[src/rtl/alu_op_sequencer.sv]
// alu_op_sequencer: issue stage for an external combinational 4-bit ALU.
// Holds a 4 x 4-bit register file and accepts register-addressed instructions
// over a valid/ready handshake. It presents registered operands and control to
// the ALU, then writes the ALU result back with a zero flag and a done pulse.
// Optional feature: define ALU_SEQ_PERF_EN to add a saturating op_count output.
module alu_op_sequencer #(
    parameter int NREG = 4,
    parameter int DW   = 4
) (
    input  logic          clk,
    input  logic          rst,
    input  logic          instr_valid,
    output logic          instr_ready,
    input  logic [2:0]    instr_op,
    input  logic [1:0]    instr_rd,
    input  logic [1:0]    instr_rs1,
    input  logic [1:0]    instr_rs2,
    input  logic          ld_en,
    input  logic [1:0]    ld_addr,
    input  logic [DW-1:0] ld_data,
    output logic [DW-1:0] alu_a,
    output logic [DW-1:0] alu_b,
    output logic [2:0]    alu_ctrl,
    input  logic [DW-1:0] alu_result,
    output logic          done,
    output logic [DW-1:0] res_q,
    output logic          zero_q,
    input  logic [1:0]    rd_addr,
`ifdef ALU_SEQ_PERF_EN
    output logic [DW-1:0] rd_data,
    output logic [7:0]    op_count
`else
    output logic [DW-1:0] rd_data
`endif
);

    typedef enum logic [1:0] {
        IDLE  = 2'd0,
        ISSUE = 2'd1,
        DONE  = 2'd2
    } state_t;

    state_t        state;
    logic [DW-1:0] rf [NREG];
    logic [1:0]    rd_q;   // destination latched at accept, used at writeback

    // Ready is a pure decode of the registered state, no path from instr_valid.
    assign instr_ready = (state == IDLE);

    // Debug read port.
    assign rd_data = rf[rd_addr];

    // Issue FSM, register file, operand latches and writeback.
    always_ff @(posedge clk or posedge rst) begin
        if (rst) begin
            state    <= IDLE;
            rf       <= '{default: '0};
            rd_q     <= 2'd0;
            alu_a    <= '0;
            alu_b    <= '0;
            alu_ctrl <= 3'b000;
            done     <= 1'b0;
            res_q    <= '0;
            zero_q   <= 1'b1;
`ifdef ALU_SEQ_PERF_EN
            op_count <= 8'd0;
`endif
        end else begin
            done <= 1'b0;
            case (state)
                IDLE: begin
                    // Loads are only honoured while idle.
                    if (ld_en) begin
                        rf[ld_addr] <= ld_data;
                    end
                    if (instr_valid) begin
                        // Operands bypass a load landing in the same cycle.
                        alu_a    <= (ld_en && (ld_addr == instr_rs1)) ? ld_data : rf[instr_rs1];
                        alu_b    <= (ld_en && (ld_addr == instr_rs2)) ? ld_data : rf[instr_rs2];
                        alu_ctrl <= instr_op;
                        rd_q     <= instr_rd;
                        state    <= ISSUE;
                    end
                end
                ISSUE: begin
                    // Operands were latched at accept, so rd may alias rs1/rs2.
                    rf[rd_q] <= alu_result;
                    res_q    <= alu_result;
                    zero_q   <= (alu_result == '0);
                    done     <= 1'b1;
                    state    <= DONE;
                end
                DONE: begin
`ifdef ALU_SEQ_PERF_EN
                    if (op_count != 8'hFF) begin
                        op_count <= op_count + 8'd1;
                    end
`endif
                    state <= IDLE;
                end
                default: begin
                    state <= IDLE;
                end
            endcase
        end
    end

endmodule

[config.mk]
export PLATFORM = sky130hd
export DESIGN_NAME = alu_op_sequencer
export DESIGN_NICKNAME = d
export VERILOG_FILES = /design/src/rtl/alu_op_sequencer.sv
export SDC_FILE = /design/constraint.sdc
export NUM_CORES = 1
export LEC_CHECK = 0
export ABC_CLOCK_PERIOD_IN_PS = 1300
export CORE_UTILIZATION = 48
export CTS_BUF_LIST = sky130_fd_sc_hd__clkbuf_8
export DETAILED_ROUTE_END_ITERATION = 8
export GPL_ROUTABILITY_DRIVEN = 0
export PLACE_DENSITY = 0.75
export SYNTH_ARGS = -nofsm -noshare
export SYNTH_HDL_FRONTEND = slang
export SYNTH_SLANG_ARGS = --single-unit
[constraint.sdc]
create_clock -name clk -period 1.3 [get_ports clk]
set_input_delay 0.26 -clock clk [delete_from_list [all_inputs] [get_ports clk]]
set_output_delay 0.26 -clock clk [all_outputs]
set_load 0.01 [all_outputs]
==> impl_metrics.toml <==
[logic_synthesis]
synth_edf_count = 0
synthCells = 196
ys_types = 45
synth_top_family_by_area = "multiplexers"
synth_seq_area_share_pct = 40.6
muxShareOfSynthArea_pct = 20.7
synth_compound_area_share_pct = 13.6
synth-seq-cells = 37
synth_ff_type = "dfrtp_1"
synthesis.nets = 221
synth_xor_area_share_pct = 3.07
synthesis.area_sq_um = 2280
synthArstFlopShare_pct = 100
synth_warnings = 0
synthSimpleGateAreaFrac_pct = 15.9
avgSynthCellArea_sq_um = 11.6
synthAdderAreaFrac_pct = 0

[grt]
overflow = 0
grt_pass1_wl_um = 10500
antenna_found_initial = 0
grt_pass1_vias = 2187
grt_start_max_net_pins = 38
grt.total_usage_pct = 27.8

[cells_and_area]
area_delta_synth_final_pct = 54.3
layout.cells.non_filler = 346
drive_above_1_share_pct = 47.6
diodes = 0
fillCellCount = 273
finish.instance_area_sq_um = 3520
multi_input_area_sq_um = 1420
ff_latch_area_sq_um = 932
fin_nets = 319

[sta]
setup_viol = 33
rsz0062_at_grt = "true"
timing.final.ws_setup_ns = -0.330
fin_skew_ns = 0.00970
fin_crit_sh_pct = 125
post-route-min-period_ns = 1.63
max_freq_mhz = 614
maxSlewViolCount = 0
worstMarginPinSlew_ns = 0.383
hold_viol = 0
slew_headroom_pct = 74.5

[critical_path]
cp_slowest_stage_delay_ns = 0.51
crit_type = "flip-flop to output pin"
cp_max_fo = 4
critPathRequiredTime_ns = 1.04
cp-end-kind = "output pin"
cp_slowest_cell = "mux4_2"
cp_data_arrival_time_ns = 1.37
cp_cell_sequence = "mux4_2 -> buf_6"
cp-start-kind = "flip-flop"

[clock_network]
cts-root-buf = "clkbuf_8"
cts_tree = "built"
cts_buffer_depth = 2
cts_hold_buf = 0
numCtsBuffers = 5
clk_latency_ns = 0.30
cts_max_level = 2
cts_sinks = 37
path_clk_slew_ns = 0.08

[power_and_ir_drop]
power.density_nw_per_um2 = 1430
ir_drop_uv = 672
power_leakage_nw = 1.61

[placed_design]
pre_cts_slack_ns = -0.895
place_area_sq_um = 3130
portBuffers = 46
dp_hpwl_um = 4310
dpl.cell_count = 326

[drt]
met2_length_um = 3530
drt-initial-drc-count = 99
firstDrtPassIters = 6
drc = 4
drt-total-wl_um = 6680
vias_per_cell = 6.00
wl_per_cell_um = 19.3
wl_met3_um = 406
drt-met1-wl_um = 2520
dr_total_vias = 2075
topRoutingLayerUsed = "met4"
detail-route-antenna-nets = 0

[floorplan]
rows = 24
initial_core_util_pct = 51.0
num_io_pins = 47
dieArea_sq_um = 5030
dieHeight_um = 71.0
fp.dieW_um = 71.0
core_sq_um = 4470

[hold_path]
hold_path.class = "input pin to async pin"

[status]
violations = "DRC, setup timing"
outcome = "finished with violations"

[flow_run]
maxCapViolations = 0
-- registers in the layout, indices dropped and copies added, names as in the netlist --
name and cells:
rf 16, alu_a 4, alu_b 4, res_q 4, alu_ctrl 3, rd_q 2, state 2, done 1
zero_q 1
-- timing repair --
| item | CTS | global route |
|---|---|---|
| setup buffers | 9 | 4 |
| cloned | 1 | 0 |
| pin swaps | 5 | 8 |
| endpoints found under the setup margin | 49 | 34 |
| gates resized for setup | 82 | 29 |
| hold endpoints to repair | 0 | 0 |
-- where the power goes --
part	total (mW)	leakage [nW]	switching [mW]	internal (mW)
Combinational	2.43	1.10	0.993	1.44
Sequential	1.79	0.457	0.274	1.51
Clock	0.837	0.0485	0.424	0.413
-- routing by layer --
layer / track usage (%) / vias to the layer above
met4: 15.8 / 0
met1: 31.4 / 1029
met3: 5.56 / 19
met5: 0 / -
met2: 49.1 / 89
li1: - / 938
-- through the flow --
| stage | power, mW | TNS [ns] | hold WS, ns | utilization, % |
|---|---|---|---|---|
| after floorplan | 2.85 | -0.783 | 0.365 | - |
| after global placement | 3.88 | -16.29 | 0.461 | 69.9 |
| after detailed placement | 3.93 | -16.33 | 0.468 | 69.9 |
| after CTS | 4.85 | -4.66 | 0.322 | 76.3 |
| after global routing | 5.27 | -6.99 | 0.338 | 78.7 |
| final | 5.05 | -5.38 | 0.303 | 78.7 |
-- critical path: cells and delay by family, from the launching register on --
kind                   cells  cell delay (ns)
buffers and inverters      1             0.14
multiplexers               1             0.51
flip-flops                 1             0.43
-- layout make-up --
type	instances	area share, %
timing repair buffer	106	27.7
multi-input combinational	134	40.4
tap	52	1.85
clock buffer	6	2.34
sequential	37	26.5
inverter	10	1.14
clock inverter	1	0.107
-- Yosys cell counts, drive strengths merged (2+ instances only) --
cell type	instances	area [sq um]
dfrtp	36	901
mux2	17	203
nand2	15	56.3
buf	13	91.3
mux4	12	270
nor2	11	41.3
inv	10	37.5
nand4	9	56.3
a31oi	8	50.1
o31ai	8	60.1
a32o	7	71.3
o32ai	6	52.6
nand2b	5	33.8
nor2b	4	25.0
xnor2	4	35.0
xor2	4	35.0
nand3	3	15.0
nor3b	3	38.8
a21o	2	23.8
and3b	2	21.3
and4bb	2	28.8
clkbuf	2	10.0
o211ai	2	15.0
o21ai	2	10.0
-- final timing paths --
path / from / end / slack, ns / cells after the start
hold reg to reg: res_q[3] / res_q[3] / 0.48 / 2
setup reg to reg: state[0] / rf[1] / -0.19 / 3
min in group clk: res_q[3] / res_q[3] / 0.48 / 2
setup / recovery: rf[1] / rd_data[1] / -0.33 / 2
hold / removal: rst / alu_b[1] / 0.30 / 3
max in group asynchronous: rst / zero_q / 0.74 / 3
-- cells in the final DEF, fill, tap and decap left out, types with 2 or more instances in the layout --
| master | synthesis | final |
|---|---|---|
| a21o_4 | 1 | 2 |
| a31oi_1 | 8 | 7 |
| a32o_1 | 6 | 5 |
| a32o_2 | 1 | 2 |
| buf_12 | 0 | 4 |
| buf_4 | 8 | 45 |
| buf_6 | 1 | 16 |
| clkbuf_8 | 0 | 6 |
| clkdlybuf4s50_1 | 0 | 17 |
| dfrtp_1 | 36 | 32 |
| dfrtp_2 | 0 | 4 |
| dlygate4sd2_1 | 0 | 21 |
| inv_1 | 9 | 10 |
| mux2_4 | 3 | 16 |
| mux4_2 | 12 | 12 |
| nand2_1 | 15 | 15 |
| nand2b_1 | 4 | 4 |
| nand3_1 | 3 | 3 |
| nand4_1 | 9 | 9 |
| nor2_2 | 0 | 5 |
| nor2_4 | 0 | 5 |
| nor2b_1 | 4 | 4 |
| nor3b_4 | 1 | 2 |
| o211ai_1 | 2 | 2 |
| o31ai_1 | 8 | 8 |
| o32ai_2 | 0 | 5 |
| xnor2_1 | 4 | 2 |
| xnor2_2 | 0 | 2 |
| xor2_1 | 4 | 2 |
| xor2_2 | 0 | 2 |
-- logic make-up after synthesis --
group / Yosys count
XOR/XNOR: 8
flip-flops: 37
multiplexers: 29
AO/OA/AOI/OAI: 38
AND/OR/NAND/NOR: 59
buffers and inverters: 25
Note: power is estimated with default switching activity, not from simulation.
